===== src/rtl/interrupt_ctrl_if.sv =====
// Bus bundle between the interrupt controller, the CPU and the peripherals.
//   a/din/rd/wr/dout        : CPU register access (IF at FF0F, IE at FFFF)
//   int_req/int_ack         : peripheral level request / one-cycle ack
//   cpu_int_req/vec/ack     : interrupt offered to the CPU and its acceptance
//   wake                    : any enabled flag pending (HALT/STOP exit)
// master = CPU/peripheral side, slave = interrupt controller.
interface interrupt_ctrl_if #(
    parameter int NUM_INT = 5
);
    logic [15:0]        a;
    logic [7:0]         dout;
    logic [7:0]         din;
    logic               rd;
    logic               wr;
    logic [NUM_INT-1:0] int_req;
    logic [NUM_INT-1:0] int_ack;
    logic               cpu_int_req;
    logic [7:0]         cpu_int_vec;
    logic               cpu_int_ack;
    logic               wake;

    modport master (
        output a, din, rd, wr, int_req, cpu_int_ack,
        input  dout, int_ack, cpu_int_req, cpu_int_vec, wake
    );

    modport slave (
        input  a, din, rd, wr, int_req, cpu_int_ack,
        output dout, int_ack, cpu_int_req, cpu_int_vec, wake
    );
endinterface


===== src/rtl/interrupt_ctrl.sv =====
// Interrupt controller. Captures rising edges of peripheral requests into IF,
// masks with IE, offers the highest-priority (lowest index) pending source to
// the CPU with its vector, and on CPU acceptance clears that IF bit and sends a
// one-cycle ack back to the peripheral.
// Ports:
//   clk  : system clock
//   rst  : synchronous reset, active high
//   bus  : interrupt_ctrl_if.slave (register bus, peripheral and CPU handshakes)
//
// state | meaning
// ------+------------------------------------------------------------
// IDLE  | nothing offered; moves to REQ when any enabled flag pends
// REQ   | cpu_int_req high, waiting for cpu_int_ack
// ACK   | int_ack pulse to the accepted source; back to IDLE
module interrupt_ctrl #(
    parameter int         NUM_INT    = 5,
    parameter logic [7:0] VEC_BASE   = 8'h40,
    parameter logic [7:0] VEC_STRIDE = 8'h08
) (
    input  logic             clk,
    input  logic             rst,
    interrupt_ctrl_if.slave  bus
);
    localparam int IDXW = (NUM_INT > 1) ? $clog2(NUM_INT) : 1;

    typedef enum logic [1:0] {IDLE, REQ, ACK} state_t;

    state_t             state_q, state_d;
    logic [NUM_INT-1:0] if_q, if_d;
    logic [7:0]         ie_q, ie_d;
    logic [NUM_INT-1:0] prev_req_q, prev_req_d;
    logic [NUM_INT-1:0] ack_oh_q, ack_oh_d;

    logic [NUM_INT-1:0] pending;
    logic [NUM_INT-1:0] rise;
    logic [NUM_INT-1:0] idx_oh;
    logic [IDXW-1:0]    idx;
    logic               ack_take;
    logic               wr_if;
    logic               wr_ie;
    logic               unused_rd;

    // Reads do not depend on the strobe.
    assign unused_rd = bus.rd;

    assign pending  = if_q & ie_q[NUM_INT-1:0];
    assign rise     = bus.int_req & ~prev_req_q;
    assign wr_if    = bus.wr && (bus.a == 16'hFF0F);
    assign wr_ie    = bus.wr && (bus.a == 16'hFFFF);
    // An ack only counts while something is still pending to be accepted.
    assign ack_take = (state_q == REQ) && bus.cpu_int_ack && (pending != '0);

    // Lowest set bit wins: scan from the top so the last hit is the lowest.
    always_comb begin
        idx    = '0;
        idx_oh = '0;
        for (int i = NUM_INT - 1; i >= 0; i--) begin
            if (pending[i]) begin
                idx = i[IDXW-1:0];
            end
        end
        idx_oh[idx] = 1'b1;
    end

    always_comb begin
        bus.cpu_int_vec = 8'h00;
        if (pending != '0) begin
            bus.cpu_int_vec = VEC_BASE + VEC_STRIDE * 8'(idx);
        end
    end

    always_comb begin
        if (bus.a == 16'hFF0F) begin
            bus.dout = {{(8 - NUM_INT){1'b1}}, if_q};
        end else if (bus.a == 16'hFFFF) begin
            bus.dout = ie_q;
        end else begin
            bus.dout = 8'hFF;
        end
    end

    assign bus.wake = |pending;

    // IF: software write, then ack clear, then new edges; an edge always wins.
    always_comb begin
        if_d = if_q;
        if (wr_if) begin
            if_d = bus.din[NUM_INT-1:0];
        end
        if (ack_take) begin
            if_d = if_d & ~idx_oh;
        end
        if_d = if_d | rise;

        ie_d = wr_ie ? bus.din : ie_q;

        // Tracks the request level even during reset so a level held across
        // reset release is not mistaken for a new edge.
        prev_req_d = bus.int_req;
    end

    always_ff @(posedge clk) begin
        if (rst) begin
            state_q  <= IDLE;
            ack_oh_q <= '0;
            if_q     <= '0;
            ie_q     <= '0;
        end else begin
            state_q  <= state_d;
            ack_oh_q <= ack_oh_d;
            if_q     <= if_d;
            ie_q     <= ie_d;
        end
        prev_req_q <= prev_req_d;
    end

    always_comb begin
        state_d  = state_q;
        ack_oh_d = '0;
        case (state_q)
            IDLE: begin
                if (pending != '0) begin
                    state_d = REQ;
                end
            end
            REQ: begin
                if (pending == '0) begin
                    state_d = IDLE;
                end else if (bus.cpu_int_ack) begin
                    state_d  = ACK;
                    ack_oh_d = idx_oh;
                end
            end
            ACK: begin
                state_d = IDLE;
            end
            default: begin
                state_d = IDLE;
            end
        endcase
    end

    always_comb begin
        bus.cpu_int_req = (state_q == REQ);
        bus.int_ack     = (state_q == ACK) ? ack_oh_q : '0;
    end
endmodule


===== src/flat_wrapper.sv =====
// flat-port wrapper written by rule: the top's interface ports become plain ports
module interrupt_ctrl_flat 
#(
    parameter int         NUM_INT    = 5,
    parameter logic [7:0] VEC_BASE   = 8'h40,
    parameter logic [7:0] VEC_STRIDE = 8'h08
)
  (clk, rst, bus_a, bus_din, bus_rd, bus_wr, bus_int_req, bus_cpu_int_ack, bus_dout, bus_int_ack, bus_cpu_int_req, bus_cpu_int_vec, bus_wake);
  interrupt_ctrl_if #(.NUM_INT(NUM_INT)) bus_i ();
  input  logic clk;
  input  logic rst;
  input wire logic [$bits(bus_i.a)-1:0] bus_a;
  input wire logic [$bits(bus_i.din)-1:0] bus_din;
  input wire logic [$bits(bus_i.rd)-1:0] bus_rd;
  input wire logic [$bits(bus_i.wr)-1:0] bus_wr;
  input wire logic [$bits(bus_i.int_req)-1:0] bus_int_req;
  input wire logic [$bits(bus_i.cpu_int_ack)-1:0] bus_cpu_int_ack;
  output wire logic [$bits(bus_i.dout)-1:0] bus_dout;
  output wire logic [$bits(bus_i.int_ack)-1:0] bus_int_ack;
  output wire logic [$bits(bus_i.cpu_int_req)-1:0] bus_cpu_int_req;
  output wire logic [$bits(bus_i.cpu_int_vec)-1:0] bus_cpu_int_vec;
  output wire logic [$bits(bus_i.wake)-1:0] bus_wake;
  assign bus_i.a = bus_a;
  assign bus_i.din = bus_din;
  assign bus_i.rd = bus_rd;
  assign bus_i.wr = bus_wr;
  assign bus_i.int_req = bus_int_req;
  assign bus_i.cpu_int_ack = bus_cpu_int_ack;
  assign bus_dout = bus_i.dout;
  assign bus_int_ack = bus_i.int_ack;
  assign bus_cpu_int_req = bus_i.cpu_int_req;
  assign bus_cpu_int_vec = bus_i.cpu_int_vec;
  assign bus_wake = bus_i.wake;
  interrupt_ctrl #(.NUM_INT(NUM_INT), .VEC_BASE(VEC_BASE), .VEC_STRIDE(VEC_STRIDE)) u_core (.clk(clk), .rst(rst), .bus(bus_i));
endmodule

===== config.mk =====
export PLATFORM = sky130hd
export DESIGN_NAME = interrupt_ctrl_flat
export DESIGN_NICKNAME = d
export VERILOG_FILES = /design/src/rtl/interrupt_ctrl_if.sv /design/src/rtl/interrupt_ctrl.sv /design/src/flat_wrapper.sv
export SDC_FILE = /design/constraint.sdc
export NUM_CORES = 1
export LEC_CHECK = 0
export ABC_AREA = 1
export BUFFER_PORTS_ARGS = -buffer_cell sky130_fd_sc_hd__clkbuf_2
export CORE_MARGIN = 3
export CORE_UTILIZATION = 46
export CTS_CLUSTER_SIZE = 8
export DETAILED_ROUTE_END_ITERATION = 10
export HOLD_SLACK_MARGIN = 0.08
export PLACE_DENSITY = 0.84
export SLEW_MARGIN = 30
export SYNTH_ARGS = -nofsm -noshare
export SYNTH_HDL_FRONTEND = slang
export SYNTH_SLANG_ARGS = --single-unit

===== constraint.sdc =====
create_clock -name clk -period 1.4 [get_ports clk]
set_input_delay 0.28 -clock clk [delete_from_list [all_inputs] [get_ports clk]]
set_output_delay 0.28 -clock clk [all_outputs]
set_load 0.03 [all_outputs]

==> metrics, run 1 <==
status finished, violations left; failing checks negative setup slack; Layout Cells excl Fill 291; Post-Syn Area 1280 sq um; setup ws final -0.132 ns; final hold slack 0.140 ns; post-route cell area 2220 sq um; Max stage delay on crit path 0.30 ns; FILL cells 135; # IOs 57; drt total wl 4160 um; DR pass1 iterations 5; Post-DRT Antenna Nets 0; number of max-cap violations 0; synth unique cells 24; hold path start bus_cpu_int_ack; register area 522 sq um; Clk pwr share 0.253; Setup-failing EPs final 18; Port Buffers 51; vias post-DR 1515; switch share 0.261; Worst VDD drop 0.752 mV; Hold WC Path Type input port to register; clock-pin slew on the worst setup and hold paths 0.12 ns; Crit. End Element primary output; Worst path slowest cell or2_4; Seq/Total Area, Yosys 0.389; Initial Util 0.500; CP Class input port to primary output; CP cell instances buf_6 -> nand2_2 -> nor2_1 -> buf_4 -> nand3_4 -> or2_4 -> buf_8; Reg2Reg Depth 7; # nets final 296; Buf/Inv on CP 3; total track usage 0.222; Total Power 1.27 mW; Ys Warns 0; Vias/cell 5.21; Die Ht 58.9 um; startpoint types input port; Area growth syn-to-layout 73.0%; maximum clock rate 653 MHz; Crit Reg-Reg Endpoint u_core.if_q[2]$_SDFF_PP0_; placed cell count 269; Final Hold Viols 0; Gate power share 0.163; final RePlAce weighted congestion 0.781; Area after DPL 1600 sq um; Crit Path Max Fanout 8; Final Slew Violations 0; clock sinks 25; Min Clock Period, post-route 1.53 ns; first-pass GRT wire length 5810 um; RSZ-0062 raised after global routing true; R2R setup slack 0.11 ns; Arr. time, crit path 1.25 ns; DR iter-0 viols 51; core box area 2570 sq um; Post-Syn Area per Cell 6.98 sq um; Int Pwr 0.941 mW; worst r2r src u_core.state_q[1]$_SDFFE_PP0P_; Req. time, crit path 1.12 ns; worst skew pair latency 0.33 ns; initial antenna violation count 0; WL/cell 14.3 um; layout cells sized above 1 0.536; antenna diode count 0; num rows 18; register share of total power 0.584; Cells after Synth 184; GR Overflow Total 0; fin crit share 1.09; CP delay by family, top simple AND/OR/NAND/NOR gates; Hold Path Stages 2; chip width 58.9 um; Leakage 1.16 nW; hpwl dp 2250 um; Num CTS Buffers 3; power per cell area 573 nW/um^2; Die Area 3460 sq um; clock root buffer clkbuf_4; switching component of the power 0.332 mW; setup TNS -1.55 ns; register bit count reported by yosys 25; CTS tree yes; Multi-input gate area 779 sq um; vias in the first global route 1372; clock buffer depth 2; hold worst-path end u_core.state_q[0]$_SDFFE_PP0P_; Clock Skews 0.0127 ns; pin count of the biggest net entering global routing 15; H-tree levels 1; drc violations 0
[metal layers]
layer  routed length [um]  global-route usage  up-vias
li1                     -                   -      724
met3                  313              0.0548       20
met5                    0                   0        -
met2                 2330               0.423       80
met4                  145              0.0712        0
met1                 1370               0.235      691
[state kept, by name, indices dropped and copies added (netlist names)]
register           flops
u_core.ie_q            8
u_core.ack_oh_q        5
u_core.if_q            5
u_core.prev_req_q      5
u_core.state_q         2
[cell type report]
cell class | instances | share of cell area
Clock buffer | 3 | 0.0101
Clock inverter | 1 | 0.00225
Inverter | 38 | 0.0687
Multi-Input combinational cell | 118 | 0.351
Sequential cell | 25 | 0.235
Tap cell | 30 | 0.0169
Timing Repair Buffer | 76 | 0.317
[worst max path at each step]
stage                                   startpoint                  to  cells past startpoint
finish                                    bus_a[7]         bus_dout[6]                      7
global route           u_core.ie_q[4]$_SDFFE_PP0P_  bus_cpu_int_vec[5]                      3
CTS                 u_core.state_q[1]$_SDFFE_PP0P_      bus_int_ack[1]                      4
detailed placement                        bus_a[6]         bus_dout[0]                      8
global placement                         bus_a[14]         bus_dout[5]                      8
floorplan                                bus_a[14]         bus_dout[5]                      6
[worst register-to-register path, cell delays in order (launching register included)]
cell and delay (ns):
dfxtp_2 0.34, inv_2 0.05, buf_4 0.10, nand2_2 0.06, nor2_1 0.24, nand3_1 0.22
nand3_1 0.14, a21oi_1 0.06
[through the flow]
step / util / worst slack [ns]
after global placement: 0.623 / -0.126
final: 0.866 / -0.132
after CTS: 0.787 / -0.110
after floorplan: - / 0.0223
after detailed placement: 0.623 / -0.164
after global routing: 0.866 / -0.176
[Yosys cell counts]
master	count	share of area
or2_1	3	0.015
nor2_4	1	0.0088
nor2_1	32	0.093
o22ai_1	5	0.024
o21ai_0	1	0.0039
buf_4	5	0.029
nand3_1	8	0.031
nand4_1	6	0.029
nand3_2	3	0.023
conb_1	1	0.0029
nor3_2	2	0.016
a21oi_1	5	0.019
nand4_4	2	0.033
clkbuf_1	1	0.0029
inv_1	33	0.096
inv_2	4	0.012
nand2_1	33	0.096
dfxtp_1	25	0.39
nand2_2	2	0.0097
a211oi_1	1	0.0058
nor2_8	1	0.016
or2_2	1	0.0049
o21ai_1	8	0.031
clkinv_4	1	0.0068
[power groups by stage]
| stage | Sequential, mW | Combinational, mW | Clock (mW) |
|---|---|---|---|
| after CTS | 0.743 | 0.162 | 0.323 |
| final | 0.743 | 0.208 | 0.322 |
| after floorplan | 0.752 | 0.0735 | 0 |
| after detailed placement | 0.755 | 0.134 | 0 |
| after global placement | 0.755 | 0.130 | 0 |
| after global routing | 0.745 | 0.224 | 0.362 |
[cells in the final DEF, fill, tap and decap left out, types with 6 or more instances in the layout]
| master | count |
|---|---|
| nand3_1 | 7 |
| dfxtp_1 | 14 |
| clkbuf_8 | 6 |
| nand2_4 | 9 |
| nand2_2 | 9 |
| nor2_1 | 26 |
| dfxtp_2 | 8 |
| buf_8 | 9 |
| buf_6 | 17 |
| clkbuf_2 | 19 |
| nand2_1 | 17 |
| o21ai_1 | 8 |
| nand4_1 | 6 |
| inv_1 | 25 |
| inv_2 | 10 |
| buf_4 | 20 |
[what timing repair did]
| action | in CTS | in global routing |
|---|---|---|
| cloned | 0 | 0 |
| gates resized for setup | 74 | 64 |
| endpoints found under the setup margin | 18 | 19 |
| buffers inserted | 11 | 2 |
| hold buffers | 5 | 0 |
| hold endpoints to repair | 5 | 0 |
| pin swaps | 9 | 10 |
[cells by family (layout without fill, tap and decap cells)]
| family | count (synthesis) | after routing | share of synthesized area |
|---|---|---|---|
| buffers and inverters | 44 | 118 | 0.147 |
| AO/OA/AOI/OAI | 20 | 20 | 0.0847 |
| other | 1 | 4 | 0.00292 |
| flip-flops | 25 | 25 | 0.389 |
| AND/OR/NAND/NOR | 94 | 94 | 0.376 |
(Power assumes the default switching activity.)
==> run 2: changes to the inputs <==
--- a/config.mk
+++ b/config.mk
@@ -12,6 +12,7 @@
 export CTS_CLUSTER_SIZE = 8
 export DETAILED_ROUTE_END_ITERATION = 10
 export HOLD_SLACK_MARGIN = 0.08
+export MAX_ROUTING_LAYER = met4
 export PLACE_DENSITY = 0.84
 export SLEW_MARGIN = 30
 export SYNTH_ARGS = -nofsm -noshare
==> run 2 against run 1 <==
Compared with the run above:
- the run still ends with negative setup slack left
- combinational power about the same
- flip-flop and latch count stayed put
- cell count did not move
- first-iteration DRC count down 20%
- die area did not move
==> metrics, run 2 (synthesis gave the netlist of run 1 again) <==
status finished, violations left; failing checks negative setup slack; Biggest register u_core.ie_q; Setup-failing EPs final 18; DR pass1 iterations 4; number of max-cap violations 0; startpoint types input port; drc violations 0; initial antenna violation count 0; Final Slew Violations 0; num rows 18; Crit Path Max Fanout 8; commonest cells after routing, fill and taps aside nor2_1, inv_1, buf_4; Worst VDD drop 0.754 mV; DR iter-0 viols 41; Num CTS Buffers 3; hpwl dp 2250 um; Area growth syn-to-layout 73.0%; Leakage 1.16 nW; core box area 2570 sq um; Final Hold Viols 0; CTS tree yes; Clock Skews 0.0113 ns; maximum clock rate 652 MHz; Layout Cells excl Fill 291; pin count of the biggest net entering global routing 15; Initial Util 0.500; clock buffer depth 2; clock sinks 25; final RePlAce weighted congestion 0.792; Post-DRT Antenna Nets 0; Total Power 1.27 mW; first-pass GRT wire length 5800 um; # nets final 296; Die Ht 58.9 um; power per cell area 573 nW/um^2; antenna diode count 0; Min Clock Period, post-route 1.53 ns; Hold WC Path Type input port to register; vias in the first global route 1369; layout cells sized above 1 0.536; fin crit share 1.10; most common cell after layout, fill and taps aside nor2_1; Arr. time, crit path 1.25 ns; CP Class input port to primary output; max FFs per register 8; Die Area 3460 sq um; Port Buffers 51; total track usage 0.228; clock root buffer clkbuf_4; RSZ-0062 raised after global routing true; clock-pin slew on the worst setup and hold paths 0.12 ns; final core utilization 0.866; WL/cell 14.3 um; Crit. End Element primary output; Req. time, crit path 1.12 ns; setup ws final -0.134 ns; H-tree levels 1; final hold slack 0.141 ns; chip width 58.9 um; drt total wl 4160 um; vias post-DR 1487; Vias/cell 5.11; # IOs 57; worst skew pair latency 0.32 ns; placed cell count 269; GR Overflow Total 0; FILL cells 135
==> run 2: cell counts in the layout (fill, tap and decap cells not counted) <==
No cell type changed its count.
==> run 2: critical path, cell delays in order <==
cell and delay [ns]:
buf_6 0.09, nand2_2 0.04, nor2_1 0.11, buf_4 0.15, nand3_4 0.15, or2_4 0.29, buf_8 0.13
==> run 2: stage by stage <==
| step | TNS [ns] | cell area (sq um) | setup WS [ns] |
|---|---|---|---|
| detailed placement | -1.16 | 1600 | -0.164 |
| global route | -2.57 | 2220 | -0.182 |
| floorplan | 0 | 1300 | 0.0223 |
| CTS | -1.47 | 2020 | -0.110 |
| finish | -1.56 | 2220 | -0.134 |
| global placement | -0.919 | 1600 | -0.126 |
==> run 2: routing by layer <==
layer,up-vias,global-route usage,share of wire
met4,0,0.0712,0.019
met2,73,0.424,0.57
met3,11,0.0526,0.068
met1,680,0.233,0.34
li1,723,-,-
met5,-,-,0
==> run 2: final cells by class <==
type / count / area [sq um] / area share
Clock buffer: 3 / 22.5 / 0.0101
Clock inverter: 1 / 5.00 / 0.00225
Inverter: 38 / 153 / 0.0687
Multi-Input combinational cell: 118 / 779 / 0.351
Sequential cell: 25 / 522 / 0.235
Tap cell: 30 / 37.5 / 0.0169
Timing Repair Buffer: 76 / 704 / 0.317
==> run 2: where the power goes <==
part,switching [mW],internal [mW],leakage (nW)
logic,0.102,0.107,0.931
clock network,0.215,0.107,0.0177
registers,0.0161,0.727,0.210
==> run 2: worst paths after layout <==
kind,from,endpoint,slack (ns),cells after the start
worst max-delay path,bus_a[7],bus_dout[6],-0.13,7
worst min-delay path,bus_cpu_int_ack,u_core.state_q[0]$_SDFFE_PP0P_,0.14,2
worst max register to register,u_core.state_q[1]$_SDFFE_PP0P_,u_core.if_q[2]$_SDFF_PP0_,0.10,7
worst min register to register,u_core.state_q[1]$_SDFFE_PP0P_,u_core.state_q[0]$_SDFFE_PP0P_,0.43,1
==> run 2: timing repair <==
action,CTS,global route
setup endpoints to repair,18,19
hold buffers,5,0
gates resized for setup,74,64
pin swaps,9,10
buffers inserted,11,2
endpoints found under the hold margin,5,0
==> run 3: changes to the inputs <==
--- a/config.mk
+++ b/config.mk
@@ -7,6 +7,7 @@
 export LEC_CHECK = 0
 export ABC_AREA = 1
 export BUFFER_PORTS_ARGS = -buffer_cell sky130_fd_sc_hd__clkbuf_2
+export CAP_MARGIN = 10
 export CORE_MARGIN = 3
 export CORE_UTILIZATION = 46
 export CTS_CLUSTER_SIZE = 8
@@ -14,7 +15,7 @@
 export HOLD_SLACK_MARGIN = 0.08
 export MAX_ROUTING_LAYER = met4
 export PLACE_DENSITY = 0.84
-export SLEW_MARGIN = 30
+export SLEW_MARGIN = 25
 export SYNTH_ARGS = -nofsm -noshare
 export SYNTH_HDL_FRONTEND = slang
 export SYNTH_SLANG_ARGS = --single-unit
==> constraint.sdc (replaced) <==
create_clock -name clk -period 1.6 [get_ports clk]
set_input_delay 0.32 -clock clk [delete_from_list [all_inputs] [get_ports clk]]
set_output_delay 0.32 -clock clk [all_outputs]
set_load 0.03 [all_outputs]
==> run 3 against run 2 <==
Compared with the run above:
- the run now ends clean
- core utilization is 14 points lower
- final area shrank 16%
- non-clock buffer count fell by 16
- first-iteration DRC count is 20% higher
- sequential share of layout area is 4.3 points higher
- sequential power decreased by 12%
- flip-flop and latch count stayed put
- total power decreased by 17%
- global-route usage is 5.5 points lower
- worst setup slack better by 0.15 ns
- die area unchanged
- hold slack lost 0.032 ns
- largest cell class unchanged
- highest routed layer unchanged
==> metrics, run 3 (synthesis gave the netlist of run 1 again) <==
Die Area 3460 sq um; clock-pin slew on the worst setup and hold paths 0.13 ns; initial antenna violation count 0; layout cells sized above 1 0.445; power per cell area 566 nW/um^2; max FFs per register 8; status complete, no violations; setup TNS 0 ns; RSZ-0062 raised after global routing true; hold worst-path end u_core.prev_req_q[4]$_DFF_P_; num rows 18; Crit Path Max Fanout 8; vias in the first global route 1159; Biggest register u_core.ie_q; # nets final 280; H-tree levels 1; drc violations 0; Reg2Reg Depth 8; vias post-DR 1359; core box area 2570 sq um; Arr. time, crit path 1.26 ns; Final Hold Viols 0; Port Buffers 51; first-pass GRT wire length 4610 um; Place WS -0.0191 ns; R2R setup slack 0.36 ns; worst skew pair latency 0.31 ns; crit path from bus_a[5]; Area growth syn-to-layout 45.5%; drt total wl 3100 um; Vias/cell 4.94; setup ws final 0.0207 ns; DR pass1 iterations 5; Initial Util 0.500; Num CTS Buffers 3; Hold Path Stages 1; Worst VDD drop 0.584 mV; hpwl dp 2280 um; Final Slew Violations 0; final RePlAce weighted congestion 0.794; final core utilization 0.728; clock root buffer clkbuf_4; hold path start bus_int_req[4]; clock buffer depth 2; Min Clock Period, post-route 1.58 ns; GR Overflow Total 0; Leakage 0.987 nW; total track usage 0.173; Setup-failing EPs final 0; startpoint types input port; antenna diode count 0; WL/cell 11.3 um; Post-DRT Antenna Nets 0; clock sinks 25; DR iter-0 viols 49; commonest cells after routing, fill and taps aside inv_1, nor2_1, clkbuf_2; Crit Reg-Reg Endpoint u_core.if_q[4]$_SDFF_PP0_; fin crit share 0.987; CTS tree yes; pin count of the biggest net entering global routing 15; worst r2r src u_core.if_q[2]$_SDFF_PP0_; Hold WC Path Type input port to register; Crit. End Element primary output; maximum clock rate 633 MHz; number of max-cap violations 0; # IOs 57; Die Ht 58.9 um; Clock Skews 0.00328 ns; CP Class input port to primary output; Req. time, crit path 1.28 ns; chip width 58.9 um
## run 3: how the worst max path moves through the flow
stage | to | slack [ns] | cells past startpoint
2_1_floorplan | bus_dout[5] | 0.14 | 6
3_3_place_gp | bus_dout[5] | -0.004 | 8
3_5_place_dp | bus_dout[5] | -0.02 | 8
4_1_cts | bus_wake | -0.03 | 5
5_1_grt | bus_dout[5] | -0.06 | 7
6_report | bus_dout[6] | 0.02 | 7
## run 3: stage by stage
stage / cells / total power [mW] / cell area, sq um / hold WS, ns
finish: 275 / 1.06 / 1870 / 0.109
CTS: 271 / 1.05 / 1670 / 0.108
global route: 275 / 1.10 / 1870 / 0.101
global placement: 267 / 0.772 / 1590 / 0.406
detailed placement: 267 / 0.777 / 1590 / 0.416
floorplan: 187 / 0.722 / 1300 / 0.348
## run 3: metal layers
metal  part of all wire  vias up  track usage
li1                   -      682            -
met5                  0        -            -
met4             0.0094        0       0.0485
met1               0.38      613        0.200
met3              0.078        4       0.0197
met2               0.53       60        0.312
## run 3: where the power goes
part           internal [mW]  switching (mW)  total [mW]  leakage, nW
clock network         0.0934           0.183       0.276       0.0177
logic                 0.0603          0.0697       0.130        0.759
registers              0.638          0.0131       0.651        0.210
total                  0.792           0.265        1.06        0.987
## run 3: worst max-delay path: stages
cell and delay (ns):
clkbuf_2 0.09, nand2_1 0.05, nor2_1 0.11, buf_4 0.14, nand3_4 0.14, or2_1 0.27
buf_6 0.14
## run 3: timing repair
item,4_1_cts,5_1_grt
gates resized for setup,20,71
setup endpoints to repair,15,16
hold buffers,0,0
pin swaps,2,10
setup buffers,0,4
## run 3: final cells by class
cell class                 count  area [sq um]
multi-input combinational    118           713
inverter                      38           148
timing repair buffer          60           424
clock buffer                   3          22.5
clock inverter                 1          5.00
fill                         207           698
sequential                    25           519
tap                           30          37.5
